[src/rtl/operand_fetch_pkg.sv]
// Shared source-select codes and FSM state encoding for the operand fetch stage.
package operand_fetch_pkg;

  localparam logic [2:0] SRC_A    = 3'b000;
  localparam logic [2:0] SRC_B    = 3'b001;
  localparam logic [2:0] SRC_ZERO = 3'b010;
  localparam logic [2:0] SRC_K    = 3'b011;
  localparam logic [2:0] SRC_MEM  = 3'b100;

  typedef enum logic [1:0] {
    ST_IDLE,
    ST_FETCH_A,
    ST_FETCH_B,
    ST_OUT
  } state_e;

endpackage

[src/rtl/operand_src_mux.sv]
// Per-operand source select. MEM and reserved codes yield zero; the memory
// value is filled in later by the fetch FSM.
module operand_src_mux
  import operand_fetch_pkg::*;
#(
  parameter int WIDTH = 8
) (
  input  logic [2:0]       sel_i,
  input  logic [WIDTH-1:0] reg_a_i,
  input  logic [WIDTH-1:0] reg_b_i,
  input  logic [WIDTH-1:0] k_const_i,
  output logic [WIDTH-1:0] operand_o
);

  always_comb begin
    operand_o = '0;
    case (sel_i)
      SRC_A:           operand_o = reg_a_i;
      SRC_B:           operand_o = reg_b_i;
      SRC_K:           operand_o = k_const_i;
      SRC_ZERO,
      SRC_MEM:         operand_o = '0;
      default:         operand_o = '0;
    endcase
  end

endmodule

[src/rtl/operand_fetch_unit.sv]
// Registered operand fetch: builds two ALU operands, serialising up to two
// memory reads over one req/ack port with a per-read bounded wait.
module operand_fetch_unit
  import operand_fetch_pkg::*;
#(
  parameter int WIDTH   = 8,
  parameter int ADDR_W  = 8,
  parameter int TIMEOUT = 15
) (
  input  logic              clk,
  input  logic              rst_n,
  input  logic              in_valid,
  output logic              in_ready,
  input  logic [2:0]        sel_a,
  input  logic [2:0]        sel_b,
  input  logic [WIDTH-1:0]  reg_a,
  input  logic [WIDTH-1:0]  reg_b,
  input  logic [WIDTH-1:0]  k_const,
  input  logic [ADDR_W-1:0] addr_a,
  input  logic [ADDR_W-1:0] addr_b,
  output logic              mem_req,
  output logic [ADDR_W-1:0] mem_addr,
  input  logic              mem_ack,
  input  logic [WIDTH-1:0]  mem_rdata,
  output logic              out_valid,
  input  logic              out_ready,
  output logic [WIDTH-1:0]  op_a,
  output logic [WIDTH-1:0]  op_b,
  output logic              err
);

  localparam int CNT_W = (TIMEOUT > 1) ? $clog2(TIMEOUT) : 1;
  localparam logic [CNT_W-1:0] TMO_LAST = CNT_W'((TIMEOUT > 0) ? TIMEOUT - 1 : 0);

  state_e              state_q, state_d;
  logic [2:0]          sel_b_q, sel_b_d;
  logic [ADDR_W-1:0]   addr_a_q, addr_a_d, addr_b_q, addr_b_d;
  logic [WIDTH-1:0]    op_a_q, op_a_d, op_b_q, op_b_d;
  logic                err_q, err_d;
  logic [CNT_W-1:0]    cnt_q, cnt_d;
  logic                timeout_hit;

  logic [1:0][2:0]       sel_v;
  logic [1:0][WIDTH-1:0] src_v;

  assign sel_v = {sel_b, sel_a};

  for (genvar g = 0; g < 2; g++) begin : g_mux
    operand_src_mux #(.WIDTH(WIDTH)) u_mux (
      .sel_i     (sel_v[g]),
      .reg_a_i   (reg_a),
      .reg_b_i   (reg_b),
      .k_const_i (k_const),
      .operand_o (src_v[g])
    );
  end

  // A late ack in the final wait cycle still wins over the timeout.
  assign timeout_hit = (TIMEOUT != 0) && (cnt_q == TMO_LAST);

  always_comb begin
    state_d  = state_q;
    sel_b_d  = sel_b_q;
    addr_a_d = addr_a_q;
    addr_b_d = addr_b_q;
    op_a_d   = op_a_q;
    op_b_d   = op_b_q;
    err_d    = err_q;
    cnt_d    = '0;
    case (state_q)
      ST_IDLE: begin
        if (in_valid) begin
          sel_b_d  = sel_b;
          addr_a_d = addr_a;
          addr_b_d = addr_b;
          op_a_d   = src_v[0];
          op_b_d   = src_v[1];
          err_d    = 1'b0;
          if (sel_a == SRC_MEM)      state_d = ST_FETCH_A;
          else if (sel_b == SRC_MEM) state_d = ST_FETCH_B;
          else                       state_d = ST_OUT;
        end
      end
      ST_FETCH_A: begin
        if (mem_ack || timeout_hit) begin
          op_a_d  = mem_ack ? mem_rdata : '0;
          err_d   = err_q | ~mem_ack;
          state_d = (sel_b_q == SRC_MEM) ? ST_FETCH_B : ST_OUT;
        end else begin
          cnt_d = cnt_q + 1'b1;
        end
      end
      ST_FETCH_B: begin
        if (mem_ack || timeout_hit) begin
          op_b_d  = mem_ack ? mem_rdata : '0;
          err_d   = err_q | ~mem_ack;
          state_d = ST_OUT;
        end else begin
          cnt_d = cnt_q + 1'b1;
        end
      end
      ST_OUT: begin
        if (out_ready) state_d = ST_IDLE;
      end
      default: state_d = ST_IDLE;
    endcase
  end

  always_ff @(posedge clk or negedge rst_n) begin
    if (!rst_n) begin
      state_q  <= ST_IDLE;
      sel_b_q  <= '0;
      addr_a_q <= '0;
      addr_b_q <= '0;
      op_a_q   <= '0;
      op_b_q   <= '0;
      err_q    <= 1'b0;
      cnt_q    <= '0;
    end else begin
      state_q  <= state_d;
      sel_b_q  <= sel_b_d;
      addr_a_q <= addr_a_d;
      addr_b_q <= addr_b_d;
      op_a_q   <= op_a_d;
      op_b_q   <= op_b_d;
      err_q    <= err_d;
      cnt_q    <= cnt_d;
    end
  end

  // Handshake and memory-port outputs decode straight from the state register.
  assign in_ready  = (state_q == ST_IDLE);
  assign out_valid = (state_q == ST_OUT);
  assign mem_req   = (state_q == ST_FETCH_A) || (state_q == ST_FETCH_B);
  assign mem_addr  = (state_q == ST_FETCH_A) ? addr_a_q :
                     (state_q == ST_FETCH_B) ? addr_b_q : '0;
  assign op_a      = op_a_q;
  assign op_b      = op_b_q;
  assign err       = err_q;

endmodule

[config.mk]
export PLATFORM = sky130hd
export DESIGN_NAME = operand_fetch_unit
export DESIGN_NICKNAME = d
export VERILOG_FILES = /design/src/rtl/operand_fetch_pkg.sv /design/src/rtl/operand_src_mux.sv /design/src/rtl/operand_fetch_unit.sv
export SDC_FILE = /design/constraint.sdc
export NUM_CORES = 1
export LEC_CHECK = 0
export CAP_MARGIN = 40
export CORE_ASPECT_RATIO = 0.5
export CORE_MARGIN = 2
export CORE_UTILIZATION = 44
export CTS_CLUSTER_SIZE = 10
export DETAILED_ROUTE_END_ITERATION = 16
export MAX_ROUTING_LAYER = met4
export PLACE_DENSITY = 0.8
export SYNTH_ARGS = -nofsm -noshare
export SYNTH_HDL_FRONTEND = slang
export SYNTH_SLANG_ARGS = --single-unit
[constraint.sdc]
create_clock -name clk -period 2.2 [get_ports clk]
set_input_delay 0.22 -clock clk [delete_from_list [all_inputs] [get_ports clk]]
set_output_delay 0.22 -clock clk [all_outputs]
set_load 0.005 [all_outputs]
==> impl_metrics.toml, run 1 <==
[status]
outcome = "complete, no violations"

[yosys]
synth-seq-cells = 42
synthTopCellsByArea = "dfrtp_1, mux2_2, mux2i_1"
synthFlopType = "dfrtp_1"
async_flop_share_pct = 100
syn-cell-area_um2 = 2330
syn_inst = 214
synthDistinctLibCells = 38
syn-mean-instance-area_um2 = 10.9
ys_seq_area_share_pct = 45.1
synthesis.nets = 280
synth_enable_flop_cells = 0
yosysTopAreaCellShare_pct = 45.1
synth_top_area_cell = "dfrtp_1"
yosys_warnings = 0

[global_routing]
overflow = 0
grtUsageTotal_pct = 21.5
grt_max_degree = 25
grt_pass1_wl_um = 9750
grt_pass1_vias = 2088
antenna_found_initial = 0

[clock_tree]
ctsHtreeMaxLevel = 2
cts_sinks = 42
clockBufferDepth = 2
cts_tree = "yes"
clk_latency_ns = 0.29
cts_inserted_buffers = 5
path_clk_slew_ns = 0.08
cts_root_buf = "clkbuf_8"

[power_and_ir_drop]
ir_drop_mv = 0.602
p_int_w = 0.00266
combPwrFrac_pct = 53.9
p_clk_share_pct = 12.5
powerDensity_nw_per_um2 = 1180
switchingPower_w = 0.00143
power_w = 0.00410
leakage_nw = 1.53
share_seq_of_total_power_pct = 33.5
sw_frac_of_total_pct = 35.0

[place]
port_buffers = 86
dpl.hpwl_um = 4690
preCtsSetupSlack_ns = 0.197
gp_congestion = 0.823

[detailed_routing]
drtAntennaViolNets = 0
routed.top_layer = "met4"
wl_met1_um = 2690
routedWlPerCell_um = 16.5
finalWirelength_um = 6310
drc = 0
viasPerCell = 5.49
drt_first_pass_iters = 5
vias = 2099
drtIter0Drc = 117
wl_met3_um = 413
route.met2.wl_um = 3130

[timing]
finalCriticalPeriod_ns = 2.12
finalHoldViolCount = 0
slew_viol_final = 0
period_share_pct = 96.4
setup_viol = 0
maxSlewHeadroom_pct = 56.7
fmax_mhz = 471
setup_ws_ns = 0.0787
finalClockSkew_ns = 0.00922
worstMarginPinSlew_ns = 0.649

[die]
dieArea_um2 = 5930
core_area_um2 = 5020
num_rows = 18
initial_core_util_pct = 46.4
ios = 87
dieHeight_um = 55.5
die_w_um = 107

[critical_path]
critical_path_class = "flop to output pin"
slowest_delay_ns = 0.49
cp.required_ns = 1.98
slowest_stage = "clkdlybuf4s50_1"
worst-path-max-fanout = 7
cp-start-kind = "flop"
endpoint_kind = "output pin"
path_buf_inv = 3
critPathTopFamily = "buffers and inverters"
crit_arrival_ns = 1.90
cp_cell_sequence = "inv_1 -> ha_1 -> nor2b_1 -> buf_4 -> a22o_1 -> clkdlybuf4s50_1"

[layout]
multi_input_area_um2 = 1200
nets = 377
area_delta_synth_final_pct = 48.6
drive_gt1_share_pct = 15.7
seqCellArea_um2 = 1050
fill_cells = 370
antenna_cells = 0

[job]
max-cap-violations = 0

[worst_hold_path]
hp-class = "input pin to asynchronous set/reset pin"
==> Yosys cell counts (2+ instances only) <==
library cell   n
a21oi_1       18
a221oi_1       8
a22o_1         8
a22oi_1        8
a22oi_2        2
buf_2          5
buf_6          2
clkbuf_1       2
dfrtp_1       42
ha_1           7
inv_1          3
mux2_2        18
mux2i_1       17
nand2_1        4
nand2b_1       5
nand3_1        3
nor2_1        31
nor2b_1        2
o21ai_0        3
o2bb2ai_1      8
==> layer usage <==
metal	GRT usage [%]	vias up
li1	-	989
met1	26.3	1023
met2	36.9	81
met3	4.37	6
met4	5.01	0
met5	-	-
==> path summary, 6_finish.rpt <==
| kind | startpoint | end | slack (ns) | cells after the start |
|---|---|---|---|---|
| worst max-delay path | state_q[1] | mem_addr[5] | 0.08 | 6 |
| worst min-delay path | rst_n | addr_a_q[6] | 0.42 | 2 |
| worst max register to register | state_q[1] | op_a[6] | 0.19 | 7 |
| worst min register to register | cnt_q[0] | cnt_q[0] | 0.49 | 1 |
| max in group asynchronous | rst_n | op_b[2] | 1.31 | 3 |
| min in group clk | cnt_q[0] | cnt_q[0] | 0.49 | 1 |
==> cells in the final DEF, fill, tap and decap left out, types with 2 or more instances in the layout <==
master | netlist | final
clkdlybuf4s50_1 | 0 | 79
dfrtp_1 | 42 | 42
nor2_1 | 31 | 31
a21oi_1 | 18 | 18
mux2_2 | 18 | 18
mux2i_1 | 17 | 17
buf_4 | 1 | 12
a22o_1 | 8 | 8
a221oi_1 | 8 | 8
o2bb2ai_1 | 8 | 8
a22oi_1 | 8 | 8
ha_1 | 7 | 7
clkbuf_8 | 0 | 6
dlymetal6s2s_1 | 0 | 6
nand2b_1 | 5 | 5
nand2_1 | 4 | 4
nand3_1 | 3 | 3
o21ai_0 | 3 | 3
inv_1 | 3 | 2
nor2b_1 | 2 | 2
inv_2 | 1 | 2
a22oi_2 | 2 | 2
==> stage by stage <==
| step | utilization (%) | cell area [µm²] | hold WS [ns] | setup TNS, ns | cells |
|---|---|---|---|---|---|
| final | 68.9 | 3460 | 0.423 | 0 | 382 |
| after detailed placement | 65.7 | 3300 | 0.201 | 0 | 369 |
| after global placement | 65.2 | 3270 | 0.395 | 0 | 368 |
| after floorplan | - | 2330 | -0.0756 | 0 | 214 |
| after global routing | 68.9 | 3460 | 0.462 | -0.00959 | 382 |
| after CTS | 67.8 | 3400 | 0.425 | 0 | 378 |
==> power groups by stage <==
stage / registers [W] / logic, W / clock network [W]
after floorplan: 0.00134 / 0.00119 / 0
after global placement: 0.00136 / 0.00206 / 0
after detailed placement: 0.00138 / 0.00213 / 0
after CTS: 0.00137 / 0.00215 / 0.000519
after global routing: 0.00141 / 0.00240 / 0.000546
final: 0.00137 / 0.00221 / 0.000513
==> cell type report <==
type	instances	area share (%)
Clock buffer	7	2.49
Clock inverter	1	0.145
Inverter	4	0.434
Multi-Input combinational cell	157	34.6
Sequential cell	42	30.4
Tap cell	70	2.53
Timing Repair Buffer	101	29.4
==> state kept, by name (all words and copies together) (netlist names) <==
signal,flops
addr_a_q,8
addr_b_q,8
cnt_q,4
err,1
op_a,8
op_b,8
sel_b_q,3
state_q,2
==> cells by family (layout without fill, tap and decap cells) <==
group	Yosys count	count (layout)	synth area share [%]
compound gates	61	61	20.1
simple gates	52	52	10.7
flops	42	42	45.1
mux	35	35	16.0
buf+inv	15	113	3.49
fa+ha+maj	7	7	3.76
xor+xnor	2	2	0.752
==> worst reg2reg max path, cell delays in order (launching register included) <==
cell and delay, ns:
dfrtp_1 0.42, inv_1 0.11, ha_1 0.19, buf_4 0.21, or3b_1 0.36, nor2_1 0.10
a221oi_1 0.37, a21oi_1 0.13
==> timing repair <==
item	4_1_cts	5_1_grt
setup endpoints to repair	0	11
endpoints found under the hold margin	18	0
buffers inserted	0	4
gates resized for setup	0	7
hold buffers	1	0
No activity file was read; power rests on OpenSTA's default activity.
==> run 2: changes to the inputs <==
Clock period 2.2 ns to 2.3 ns, I/O delays scaled along.
==> impl_metrics.toml, run 2 (synthesis gave the netlist of run 1 again) <==
[status]
outcome = "complete, no violations"

[critical_path]
r2r_cells = 7
path_buf_inv = 3
cp_cell_sequence = "inv_1 -> ha_2 -> buf_4 -> a22o_1 -> clkdlybuf4s50_1"
slowest_stage = "clkdlybuf4s50_1"
endpoint_kind = "output pin"
critPathTopFamily = "buffers and inverters"
cp.required_ns = 2.07
worst-path-max-fanout = 12
critical_path_class = "flop to output pin"
cp-start-kind = "flop"
path_depth = 5
slowest_delay_ns = 0.52
crit_arrival_ns = 2.00

[timing]
fmax_mhz = 448
slew_viol_final = 0
period_share_pct = 97.0
finalCriticalPeriod_ns = 2.23
maxSlewHeadroom_pct = 56.8
finalClockSkew_ns = 0.0111
rsz0062_at_grt = "true"
worstMarginPinSlew_ns = 0.646
setup_viol = 0
finalHoldViolCount = 0
whs_ns = 0.371

[detailed_routing]
drc = 0
routedWlPerCell_um = 16.8
vias = 2049
viasPerCell = 5.42
drt_first_pass_iters = 4
finalWirelength_um = 6340
drtAntennaViolNets = 0
drtIter0Drc = 107

[clock_tree]
clk_latency_ns = 0.29
cts_inserted_buffers = 5
path_clk_slew_ns = 0.09
cts_tree = "yes"
clockBufferDepth = 2
cts_root_buf = "clkbuf_8"
ctsHtreeMaxLevel = 2
cts_sinks = 42

[place]
dpl.hpwl_um = 4780
port_buffers = 86
dp_cells = 367
gp_congestion = 0.898

[global_routing]
grt_pass1_wl_um = 10300
antenna_found_initial = 0
grt_max_degree = 30
grtUsageTotal_pct = 22.5
overflow = 0
grt_pass1_vias = 2141

[layout]
final_common_cell = "clkdlybuf4s50_1"
drive_gt1_share_pct = 15.6
layout_common_cells = "clkdlybuf4s50_1, dfrtp_1, nor2_1"
layout.cells.non_filler = 378
area_delta_synth_final_pct = 48.0
antenna_cells = 0
fin_util_pct = 68.6
nets = 373

[die]
num_rows = 18
dieArea_um2 = 5930
ios = 87
die_w_um = 107
core_area_um2 = 5020
initial_core_util_pct = 46.4
dieHeight_um = 55.5

[power_and_ir_drop]
power_w = 0.00404
powerDensity_nw_per_um2 = 1170
ir_drop_mv = 0.506
leakage_nw = 1.43

[worst_hold_path]
hp-class = "input pin to asynchronous set/reset pin"

[job]
max-cap-violations = 0
run 2: final timing paths:
kind / slack, ns / end / from
setup / recovery: 0.07 / mem_addr[2] / state_q[1]
hold / removal: 0.37 / err / rst_n
setup reg to reg: 0.38 / op_b[7] / state_q[1]
hold reg to reg: 0.49 / cnt_q[0] / cnt_q[0]
max in group asynchronous: 1.45 / op_b[7] / rst_n
min in group clk: 0.49 / cnt_q[0] / cnt_q[0]
run 2: final cells by class:
cell class,instances,area [µm²]
inverters,4,15.0
flip-flops and latches,42,1050
multi-input cells,157,1200
fillers,385,1580
clock buffers,5,68.8
repair buffers,97,978
clock inverters,3,43.8
well taps,70,87.6
run 2: per-layer routing:
layer / vias to the layer above / wire [µm] / GRT usage, %
met3: 6 / 384 / 4.01
li1: 979 / - / -
met5: - / 0 / -
met4: 0 / 73 / 5.01
met1: 987 / 2600 / 28.3
met2: 77 / 3290 / 38.2
run 2: power breakdown:
group          leakage (nW)  switching, W  internal, W  total [W]
Sequential            0.506      0.000212      0.00110    0.00131
Combinational         0.865      0.000910      0.00123    0.00214
Clock                0.0585      0.000265     0.000326   0.000591
Total                  1.43       0.00139      0.00265    0.00404
run 2: through the flow:
stage / setup TNS, ns / setup WS (ns) / instance area [µm²]
2_1_floorplan: 0 / 0.727 / 2330
3_3_place_gp: 0 / 0.329 / 3260
3_5_place_dp: 0 / 0.216 / 3280
4_1_cts: 0 / 0.00762 / 3400
5_1_grt: -0.0672 / -0.0182 / 3450
6_report: 0 / 0.0696 / 3450
run 2: repair_timing:
item,in CTS,in global routing
buffers inserted,0,2
endpoints found under the setup margin,0,14
gates resized for setup,0,3
hold buffers,1,0
endpoints found under the hold margin,13,0
==> run 3: changes to the inputs <==
Settings changed: GPL_TIMING_DRIVEN set to 0.
==> impl_metrics.toml, run 3 (synthesis gave the netlist of run 1 again) <==
[status]
outcome = "complete, no violations"

[clock_tree]
cts_root_buf = "clkbuf_8"
ctsHtreeMaxLevel = 2
path_clk_slew_ns = 0.08
clockBufferDepth = 2
cts_inserted_buffers = 5
cts_tree = "yes"
clk_latency_ns = 0.30
cts_sinks = 42

[layout]
layout_common_cells = "clkdlybuf4s50_1, dfrtp_1, nor2_1"
nets = 378
final_common_cell = "clkdlybuf4s50_1"
multi_input_area_um2 = 1210
drive_gt1_share_pct = 16.6
area_delta_synth_final_pct = 48.4
seqCellArea_um2 = 1050
fill_cells = 378
antenna_cells = 0

[global_routing]
overflow = 0
grt_use_met3_pct = 3.90
grt_max_degree = 23
busiest_layer = "met2"
grtUsageTotal_pct = 23.1
antenna_found_initial = 0
grt_pass1_wl_um = 10500
grtUsageMet1_pct = 26.9
grt_pass1_vias = 2270
grtUsageMet2_pct = 40.4

[die]
num_rows = 18
dieHeight_um = 55.5
initial_core_util_pct = 46.4
ios = 87
core_area_um2 = 5020
die_w_um = 107
dieArea_um2 = 5930

[detailed_routing]
routedWlPerCell_um = 16.8
drt_first_pass_iters = 5
finalWirelength_um = 6430
drtIter0Drc = 96
vias = 2106
viasPerCell = 5.50
drc = 0
drtAntennaViolNets = 0

[power_and_ir_drop]
power_w = 0.00406
powerDensity_nw_per_um2 = 1170
ir_drop_mv = 0.556
leakage_nw = 1.44

[worst_hold_path]
hp-class = "input pin to asynchronous set/reset pin"

[critical_path]
critical_path_class = "flop to output pin"
rrSetupSlack_ns = 0.48
worst-path-max-fanout = 10
endpoint_kind = "output pin"
rr_startpoint = "state_q[1]"
cp-start-kind = "flop"
cp.required_ns = 2.07
crit_arrival_ns = 2.03
critPathLaunch = "state_q[1]"

[job]
max-cap-violations = 0

[place]
gp_congestion = 0.894
port_buffers = 85
dpl.hpwl_um = 4650

[timing]
maxSlewHeadroom_pct = 59.4
finalCriticalPeriod_ns = 2.26
period_share_pct = 98.5
worstMarginPinSlew_ns = 0.608
finalHoldViolCount = 0
whs_ns = 0.434
finalClockSkew_ns = 0.00502
fmax_mhz = 442
setup_viol = 0
slew_viol_final = 0
tns_ns = 0
## run 3: changes by cell type in the layout (fill, tap and decap cells not counted), sizes merged
cell           before  now
buf                11   16
inv                 5    4
clkinv              1    2
clkdlybuf4s50      85   84
clkbuf              5    6
## run 3: per-stage QoR
| stage | utilization [%] | cell area (µm²) | setup slack (ns) | cells |
|---|---|---|---|---|
| 6_report | 68.9 | 3460 | 0.0350 | 383 |
| 3_5_place_dp | 65.5 | 3290 | -0.0228 | 370 |
| 3_3_place_gp | 65.1 | 3270 | -0.0360 | 369 |
| 2_1_floorplan | - | 2330 | 0.727 | 214 |
| 4_1_cts | 68.6 | 3440 | 0.0372 | 381 |
| 5_1_grt | 68.9 | 3460 | -0.0356 | 383 |
## run 3: per-layer routing
layer | share of wire [%] | up-vias
li1 | - | 985
met4 | 2.3 | 0
met5 | 0 | -
met2 | 50 | 83
met1 | 42 | 1018
met3 | 5.5 | 20
## run 3: worst paths after layout
path	end	cells past startpoint
worst max-delay path	mem_addr[2]	5
worst min register to register	cnt_q[0]	1
max in group asynchronous	addr_b_q[4]	3
min in group clk	cnt_q[0]	1
worst min-delay path	state_q[1]	2
worst max register to register	op_b[5]	7
## run 3: critical path: stages, from the launching register on
cell and delay, ns:
dfrtp_1 0.41, inv_1 0.13, ha_2 0.30, buf_4 0.22, a22o_1 0.17, clkdlybuf4s50_1 0.50
## run 3: cell type report
cell class | instances | share of cell area, %
clock inverter | 3 | 1.16
buffer | 11 | 2.03
timing repair buffer | 91 | 26.4
tap | 70 | 2.53
inverter | 4 | 0.434
multi-input combinational | 157 | 35.1
clock buffer | 5 | 1.99
sequential | 42 | 30.4
## run 3: power breakdown
| group | total (W) | switching, W | leakage (nW) | internal, W |
|---|---|---|---|---|
| clock network | 0.000585 | 0.000266 | 0.0579 | 0.000320 |
| logic | 0.00217 | 0.000949 | 0.872 | 0.00122 |
| registers | 0.00130 | 0.000197 | 0.506 | 0.00110 |
## run 3: timing repair
item	CTS	global route
setup endpoints to repair	8	8
pin swaps	0	1
buffers inserted	2	2
hold endpoints to repair	20	0
gates resized for setup	6	1
hold buffers	1	0
cloned	0	0
